`src/rtl/audio_i2s_pkg.sv`:
```
// Shared constants for the codec I2S link (ADC receive and DAC transmit paths).
// Default sizes, frame length and the mid-sck-high capture offset.
package audio_i2s_pkg;

  localparam int I2S_DATA_W      = 24;
  localparam int I2S_BITS_PER_CH = 32;
  localparam int I2S_SCK_HALF    = 8;
  localparam int I2S_MCLK_HALF   = 2;

  function automatic int frame_len(input int bits_per_ch, input int sck_half);
    return 2 * bits_per_ch * 2 * sck_half;
  endfunction

  // Capture point sits in the middle of the sck-high half of each bit slot.
  function automatic int sample_ofs(input int sck_half);
    return sck_half + sck_half / 2;
  endfunction

  localparam int I2S_FRAME      = frame_len(I2S_BITS_PER_CH, I2S_SCK_HALF);
  localparam int I2S_SAMPLE_OFS = sample_ofs(I2S_SCK_HALF);

endpackage

```
`src/rtl/i2s_clk_gen.sv`:
```
// I2S frame timing: one frame counter held as {chan, slot, phase} fields, registered
// mclk/sck/lrck derived from it, and the per-bit capture strobe for data slots.
module i2s_clk_gen import audio_i2s_pkg::*; #(
  parameter int DATA_W      = I2S_DATA_W,
  parameter int BITS_PER_CH = I2S_BITS_PER_CH,
  parameter int SCK_HALF    = I2S_SCK_HALF,
  parameter int MCLK_HALF   = I2S_MCLK_HALF,
  parameter int SLOT_W      = $clog2(BITS_PER_CH)
) (
  input  logic              clk,
  input  logic              rst,
  output logic              audio_mclk,
  output logic              audio_sck,
  output logic              audio_lrck,
  output logic [SLOT_W-1:0] slot,
  output logic              chan,
  output logic              sample_tick
);

  localparam int PHASE_W  = $clog2(2 * SCK_HALF);
  localparam int MCLK_BIT = $clog2(MCLK_HALF);

  localparam logic [PHASE_W-1:0] PHASE_LAST = PHASE_W'(2 * SCK_HALF - 1);
  localparam logic [PHASE_W-1:0] PHASE_TICK = PHASE_W'(sample_ofs(SCK_HALF));
  localparam logic [SLOT_W-1:0]  SLOT_LAST  = SLOT_W'(BITS_PER_CH - 1);
  localparam logic [SLOT_W-1:0]  SLOT_MSB   = SLOT_W'(1);
  localparam logic [SLOT_W-1:0]  SLOT_LSB   = SLOT_W'(DATA_W);

  logic [PHASE_W-1:0] phase;

  // Phase wraps on its own since 2*SCK_HALF is a power of two.
  always_ff @(posedge clk) begin
    if (!rst) begin
      phase <= '0;
      slot  <= '0;
      chan  <= 1'b0;
    end else begin
      phase <= phase + PHASE_W'(1);
      if (phase == PHASE_LAST) begin
        if (slot == SLOT_LAST) begin
          slot <= '0;
          chan <= ~chan;
        end else begin
          slot <= slot + SLOT_W'(1);
        end
      end
    end
  end

  always_ff @(posedge clk) begin
    if (!rst) begin
      audio_mclk <= 1'b0;
      audio_sck  <= 1'b0;
      audio_lrck <= 1'b0;
    end else begin
      audio_mclk <= phase[MCLK_BIT];
      audio_sck  <= phase[PHASE_W-1];
      audio_lrck <= chan;
    end
  end

  // Slot 0 is the I2S one-bit delay; slots past the LSB are padding.
  assign sample_tick = (phase == PHASE_TICK) && (slot >= SLOT_MSB) && (slot <= SLOT_LSB);

endmodule

```
`src/rtl/i2s_rx.sv`:
```
// I2S receiver for the codec ADC: synchronises audio_sdin, deserialises left/right
// words MSB first, and offers each stereo pair on a valid/ready port with sticky overrun.
module i2s_rx import audio_i2s_pkg::*; #(
  parameter int DATA_W      = I2S_DATA_W,
  parameter int BITS_PER_CH = I2S_BITS_PER_CH,
  parameter int SCK_HALF    = I2S_SCK_HALF,
  parameter int MCLK_HALF   = I2S_MCLK_HALF
) (
  input  logic              clk,
  input  logic              rst,
  input  logic              audio_sdin,
  output logic              audio_mclk,
  output logic              audio_lrck,
  output logic              audio_sck,
  output logic [DATA_W-1:0] left_data,
  output logic [DATA_W-1:0] right_data,
  output logic              sample_valid,
  input  logic              sample_ready,
  output logic              overrun,
  input  logic              clear_overrun
);

  localparam int SLOT_W = $clog2(BITS_PER_CH);
  localparam logic [SLOT_W-1:0] SLOT_LSB = SLOT_W'(DATA_W);

  logic [SLOT_W-1:0] slot;
  logic              chan;
  logic              sample_tick;
  logic              pair_done;
  logic              sdin_p0, sdin_p1;
  logic [DATA_W-1:0] left_sr, right_sr;
  logic              done_p1;

  i2s_clk_gen #(
    .DATA_W      (DATA_W),
    .BITS_PER_CH (BITS_PER_CH),
    .SCK_HALF    (SCK_HALF),
    .MCLK_HALF   (MCLK_HALF),
    .SLOT_W      (SLOT_W)
  ) u_clk_gen (
    .clk         (clk),
    .rst         (rst),
    .audio_mclk  (audio_mclk),
    .audio_sck   (audio_sck),
    .audio_lrck  (audio_lrck),
    .slot        (slot),
    .chan        (chan),
    .sample_tick (sample_tick)
  );

  assign pair_done = sample_tick && chan && (slot == SLOT_LSB);

  // Stage p0/p1: two-flop synchroniser on the ADC data line.
  always_ff @(posedge clk) begin
    if (!rst) begin
      sdin_p0 <= 1'b0;
      sdin_p1 <= 1'b0;
    end else begin
      sdin_p0 <= audio_sdin;
      sdin_p1 <= sdin_p0;
    end
  end

  // Stage p1 -> shift: capture one bit per data slot; the right LSB ends the pair.
  always_ff @(posedge clk) begin
    if (!rst) begin
      left_sr  <= '0;
      right_sr <= '0;
      done_p1  <= 1'b0;
    end else begin
      done_p1 <= pair_done;
      if (sample_tick) begin
        if (chan) right_sr <= DATA_W'({right_sr, sdin_p1});
        else      left_sr  <= DATA_W'({left_sr, sdin_p1});
      end
    end
  end

  // Output stage: a completing pair always loads; overwriting an unaccepted pair flags overrun.
  always_ff @(posedge clk) begin
    if (!rst) begin
      left_data    <= '0;
      right_data   <= '0;
      sample_valid <= 1'b0;
      overrun      <= 1'b0;
    end else begin
      if (done_p1) begin
        left_data    <= left_sr;
        right_data   <= right_sr;
        sample_valid <= 1'b1;
      end else if (sample_valid && sample_ready) begin
        sample_valid <= 1'b0;
      end
      if (done_p1 && sample_valid && !sample_ready) overrun <= 1'b1;
      else if (clear_overrun)                       overrun <= 1'b0;
    end
  end

endmodule
```
`config.mk`:
```
export PLATFORM = sky130hd
export DESIGN_NAME = i2s_rx
export DESIGN_NICKNAME = d
export VERILOG_FILES = /design/src/rtl/audio_i2s_pkg.sv /design/src/rtl/i2s_clk_gen.sv /design/src/rtl/i2s_rx.sv
export SDC_FILE = /design/constraint.sdc
export NUM_CORES = 1
export LEC_CHECK = 0
export BUFFER_PORTS_ARGS = -buffer_cell sky130_fd_sc_hd__buf_2
export CAP_MARGIN = 20
export CORE_MARGIN = 2
export CORE_UTILIZATION = 50
export CTS_BUF_LIST = sky130_fd_sc_hd__clkbuf_4 sky130_fd_sc_hd__clkbuf_8 sky130_fd_sc_hd__clkbuf_16
export CTS_CLUSTER_DIAMETER = 120
export DETAILED_ROUTE_END_ITERATION = 10
export PLACE_DENSITY = 0.7
export SLEW_MARGIN = 20
export SYNTH_ARGS = -nofsm -noshare
export SYNTH_HDL_FRONTEND = slang
export SYNTH_SLANG_ARGS = --single-unit
```
`constraint.sdc`:
```
create_clock -name clk -period 2.5 [get_ports clk]
set_clock_uncertainty 0.1 [all_clocks]
set_input_delay 0.25 -clock clk [delete_from_list [all_inputs] [get_ports clk]]
set_output_delay 0.25 -clock clk [all_outputs]
set_load 0.005 [all_outputs]
```
==> results.md, run 1 <==
- Status: finished, final reports clean
- Max clock buf depth: 2
- Largest net degree at the start of global routing: 55
- Post-synth top area share: 0.544
- PostCTS Resize Cnt: 0
- Yosys Warn Count: 0
- Critical path class: reg2reg
- Initial DRC count: 100
- I/O pin count: 58
- Yosys reg bits: 114
- First-pass GRT wire length: 12600 um
- Area of the die: 9130 um^2
- Placed instance area: 4510 um^2
- ANT nets after route: 0
- Worst setup margin: 0.452 ns
- Layout Nets: 464
- Hold Fails Final Rpt: 0
- Starting Density: 0.513
- Largest family of logic cells by synthesized area: multiplexers
- Netlist cell types: 32
- CTS Root Cell: clkbuf_8
- CP endpoint kind: flop
- Hold Slack: 0.111 ns
- Initial antenna violation count: 0
- Drt wl/cell: 13.5 um
- Reg clk slew, reported paths: 0.06 ns
- Mux contribution to synthesized area: 0.232
- Crit path DAT: 2.37 ns
- Cell taking the most area after synthesis: dfxtp_1
- Adder-Cell Fraction of Synth Area: 0.0179
- Vias in the first global route: 2761
- Synth Instances: 391
- Design area: 5190 um^2
- Max-cap violations: 0
- Comb pwr share: 0.011
- Register area: 2280 um^2
- Max VDD drop: 0.000520 V
- Clk sinks: 114
- Synth Area in Compound Gates: 0.0149
- Crit share post-route: 0.819
- CORE AREA: 8180 um^2
- Min-delay worst type: in2reg
- P&R area growth vs syn: 23.8%
- Die W: 95.6 um
- Clock power share: 0.582
- Seq/Total Area, Yosys: 0.544
- Register share of total power: 0.407
- Dpl ws: 0.515 ns
- Switching Fraction: 0.188
- Xor-xnor portion of the synthesized cell area: 0.00627
- Post-CTS Setup Bufs: 0
- Post-DP HPWL: 4710 um
- Max_slew headroom: 0.652
- Power density cells: 868 nW/um^2
- Min Tclk post-route: 2.05 ns
- GRT Util Overall: 0.181
- Simple-gate portion of the synthesized area: 0.143
- FMAX: 488 MHz
- PortBufs: 57
- Critical Path RT: 2.83 ns
- # fillers: 681
- CP Max Fanout: 14
- First-pass DRT Iterations: 4
- Final TNS setup: 0 ns
- Mapped cell area: 4190 um^2
- Clk_lat worst skew: 0.51 ns
- Most frequent cells in the layout: dfxtp_1 (113), mux2i_1 (97), nor2_1 (61), buf_2 (57), nand2_1 (51)
- Slew @ Worst Pin: 0.522 ns
- Die height: 95.6 um
- Gpl congestion: 0.719
- RSZ-0062 raised after global routing: no
- Area of the multi-input gates: 1730 um^2
- Residual DRC: 0
- Max H-tree Level: 4
- Critical path startpoint category: flop
- Commonest non-fill, non-tap cell in the layout: dfxtp_1
- Total CTS buffers: 17
- Top cells by area, synth: dfxtp_1 (54%), mux2i_1 (23%), nor2_1 (5.5%), nand2_1 (4.6%), ha_1 (1.8%)
- Total number of vias: 2824
- Final Max Slew Viols: 0
- CTS tree: done
- DRT Wirelength: 7710 um
- Vias per Instance: 4.95
- Net Switching: 0.847 mW
- Final setup fails: 0
- Syn Area/Cell: 10.7 um^2
- FP Rows: 33
- GRT overflow: 0
- Internal: 3.65 mW
- Syn_nets: 402
- Fraction of layout cells with a size suffix above 1: 0.222
- Lkg Pwr: 2.39 nW
- Diode count: 0
==> final timing paths <==
| check | endpoint | slack (ns) | cells past startpoint | start |
|---|---|---|---|---|
| worst min register to register | sdin_p1 | 0.34 | 1 | sdin_p0 |
| worst max register to register | left_sr[23] | 0.45 | 7 | u_clk_gen.slot[1] |
| worst max-delay path | left_sr[23] | 0.45 | 7 | u_clk_gen.slot[1] |
| worst min-delay path | right_data[10] | 0.11 | 3 | rst |
==> metrics by stage <==
stage                     instances  power (mW)   util
after global routing            570        4.62  0.635
after detailed placement        536        1.92  0.552
after global placement          536        1.92  0.552
final                           570        4.50  0.635
after CTS                       570        4.54  0.635
after floorplan                 391        1.90      -
==> sequential cells by signal, indices dropped and copies added, names as in the netlist, 4 cells and up <==
register and cells:
u_clk_gen.slot 5, right_sr 24, left_sr 24, left_data 24, u_clk_gen.phase 4, right_data 24
==> cell families (layout without fill, tap and decap cells) <==
logic type	after synthesis	in the layout
adders and majority gates	6	6
DFF	114	114
and+or+nand+nor	134	134
buffers and inverters	28	102
xor gates and xnor gates	3	3
AOI/OAI and AO/OA	9	9
muxes	97	97
==> power groups by stage <==
stage	logic (mW)	registers [mW]	clock network (mW)
2_1_floorplan	0.0358	1.87	0
3_3_place_gp	0.0482	1.87	0
3_5_place_dp	0.0486	1.87	0
4_1_cts	0.0522	1.83	2.66
5_1_grt	0.0583	1.83	2.73
6_report	0.0511	1.83	2.62
==> timing repair <==
item / in CTS / in global routing
hold buffers: 3 / 0
setup endpoints to repair: 0 / 0
hold endpoints to repair: 3 / 0
==> routing by layer <==
| layer | share of wire | routed length, um | global-route usage |
|---|---|---|---|
| met1 | 0.46 | 3510 | 0.204 |
| met2 | 0.47 | 3640 | 0.301 |
| met3 | 0.054 | 414 | 0.0719 |
| met4 | 0.018 | 141 | 0.0845 |
| met5 | 0 | 0 | 0 |
==> critical path: stages, from the launching register on <==
cell,delay (ns)
dfxtp_1,0.43
inv_1,0.11
ha_1,0.19
nor4_1,0.17
nand2_1,0.16
nand3b_2,0.36
buf_12,0.22
mux2i_1,0.23
==> synthesized netlist by cell type (all sizes together) <==
master  number
xor2         2
a21oi        5
o21ai        2
nor4         2
and3         1
and2         5
or4          1
mux2i       97
dfxtp      114
nand3        5
ha           6
inv          5
nor2b        2
nand3b       1
or4b         1
nand2b       1
xnor2        1
nor2        61
buf         13
a31oi        2
nor3         1
clkbuf      10
nand2       51
nand4        1
nor3b        1
==> layout make-up <==
class                           instances  area share
Sequential cell                       114       0.440
Multi-Input combinational cell        249       0.334
Clock buffer                           21      0.0904
Timing Repair Buffer                   66      0.0719
Clock inverter                         10      0.0345
Tap cell                              105      0.0253
Inverter                                5     0.00362
Power figures use the tool's default switching activity.
==> run 2, diff against run 1 <==
==> constraint.sdc (replaced) <==
create_clock -name clk -period 2.14 [get_ports clk]
set_clock_uncertainty 0.1 [all_clocks]
set_input_delay 0.214 -clock clk [delete_from_list [all_inputs] [get_ports clk]]
set_output_delay 0.214 -clock clk [all_outputs]
set_load 0.005 [all_outputs]
==> results.md, run 2 (synthesized netlist as in run 1, its figures left out) <==
- Starting Density: 0.513
- # fillers: 677
- Critical Path RT: 2.46 ns
- Crit share post-route: 0.897
- Max VDD drop: 0.000542 V
- Reg clk slew, reported paths: 0.06 ns
- Fraction of layout cells with a size suffix above 1: 0.226
- Critical R2R Capture: right_sr[2]
- CTS Root Cell: clkbuf_8
- Clk_lat worst skew: 0.51 ns
- FP Rows: 33
- Hold_buf cts: 5
- WHS Path Cells: 1
- Initial antenna violation count: 0
- ANT nets after route: 0
- P&R area growth vs syn: 24.7%
- Vias per Instance: 4.92
- PostCTS Resize Cnt: 0
- Initial DRC count: 116
- Min-delay worst type: reg2reg
- CP endpoint kind: flop
- Die height: 95.6 um
- Comb pwr share: 0.012
- Max_slew headroom: 0.695
- Worst setup margin: 0.220 ns
- Switching Fraction: 0.192
- First-pass GRT wire length: 12800 um
- Dpl ws: 0.242 ns
- Min Tclk post-route: 1.92 ns
- Gpl congestion: 0.726
- Lkg Pwr: 2.40 nW
- Die W: 95.6 um
- Power density cells: 1000 nW/um^2
- Slew @ Worst Pin: 0.458 ns
- PortBufs: 57
- Final Max Slew Viols: 0
- Residual DRC: 0
- Drt wl/cell: 13.1 um
- Crit path DAT: 2.24 ns
- Critical path class: reg2reg
- GRT overflow: 0
- Commonest non-fill, non-tap cell in the layout: dfxtp_1
- Final TNS setup: 0 ns
- Worst Setup EP: right_sr[2]
- Status: finished, final reports clean
- FMAX: 521 MHz
- Largest net degree at the start of global routing: 51
- Layout Nets: 468
- Max clock buf depth: 2
- Clk sinks: 114
- RR Startpoint: u_clk_gen.slot[1]
- CTS tree: done
- Net Switching: 1.01 mW
- Post-DP HPWL: 4810 um
- CP Max Fanout: 25
- Post-CTS Setup Bufs: 0
- Register share of total power: 0.407
- Hold Fails Final Rpt: 0
- Vias in the first global route: 2846
- Worst reg-to-reg path cell count: 6
- Worst setup path startpoint: u_clk_gen.slot[1]
- I/O pin count: 58
- Max H-tree Level: 4
- Max-cap violations: 0
- Total number of vias: 2831
- RSZ-0062 raised after global routing: no
- Most frequent cells in the layout: dfxtp_1 (113), mux2i_1 (97), nor2_1 (61), buf_2 (57), nand2_1 (51)
- DRT Wirelength: 7520 um
- Area of the die: 9130 um^2
- Final setup fails: 0
- Diode count: 0
- R2R setup slack: 0.22 ns
- GRT Util Overall: 0.184
- First-pass DRT Iterations: 4
- Total CTS buffers: 17
- Critical path startpoint category: flop
- Internal: 4.24 mW
- Hold Slack: 0.345 ns
- Clock power share: 0.580
- CORE AREA: 8180 um^2
[run 2: critical path, stage by stage (launching register included)]
cell,delay [ns]
dfxtp_1,0.43
inv_1,0.09
ha_1,0.19
nor4_1,0.18
nand2_1,0.16
nand3_4,0.39
mux2i_1,0.28
[run 2: how the worst min path moves through the flow]
stage                    start      end
finish                 sdin_p0  sdin_p1
global route        audio_sdin  sdin_p0
CTS                 audio_sdin  sdin_p0
detailed placement     sdin_p0  sdin_p1
global placement       sdin_p0  sdin_p1
floorplan           audio_sdin  sdin_p0
[run 2: power by group through the flow]
| stage | registers [mW] | logic, mW | clock network (mW) |
|---|---|---|---|
| floorplan | 2.18 | 0.0418 | 0 |
| detailed placement | 2.18 | 0.0611 | 0 |
| global route | 2.14 | 0.0743 | 3.22 |
| finish | 2.14 | 0.0652 | 3.05 |
| CTS | 2.14 | 0.0671 | 3.10 |
| global placement | 2.18 | 0.0593 | 0 |
[run 2: per-stage QoR]
stage | instance area, um^2 | total power [mW] | std cells | util
2_1_floorplan | 4190 | 2.22 | 391 | -
3_3_place_gp | 4520 | 2.24 | 538 | 0.553
3_5_place_dp | 4520 | 2.24 | 538 | 0.553
4_1_cts | 5230 | 5.31 | 575 | 0.639
5_1_grt | 5230 | 5.43 | 575 | 0.639
6_report | 5230 | 5.25 | 575 | 0.639
[run 2: area by class of cell]
class,instances,area (um^2),share of cell area
clock inverters,12,203,0.0388
flip-flops and latches,114,2280,0.437
inverters,5,18.8,0.00359
multi-input cells,249,1730,0.332
well taps,105,131,0.0251
clock buffers,20,449,0.0859
repair buffers,70,408,0.0780
[run 2: metal layers]
layer,global-route usage,part of all wire,vias to the layer above
li1,-,-,1439
met1,0.219,0.47,1327
met2,0.290,0.46,54
met3,0.0727,0.051,11
met4,0.0893,0.018,0
met5,0,0,-
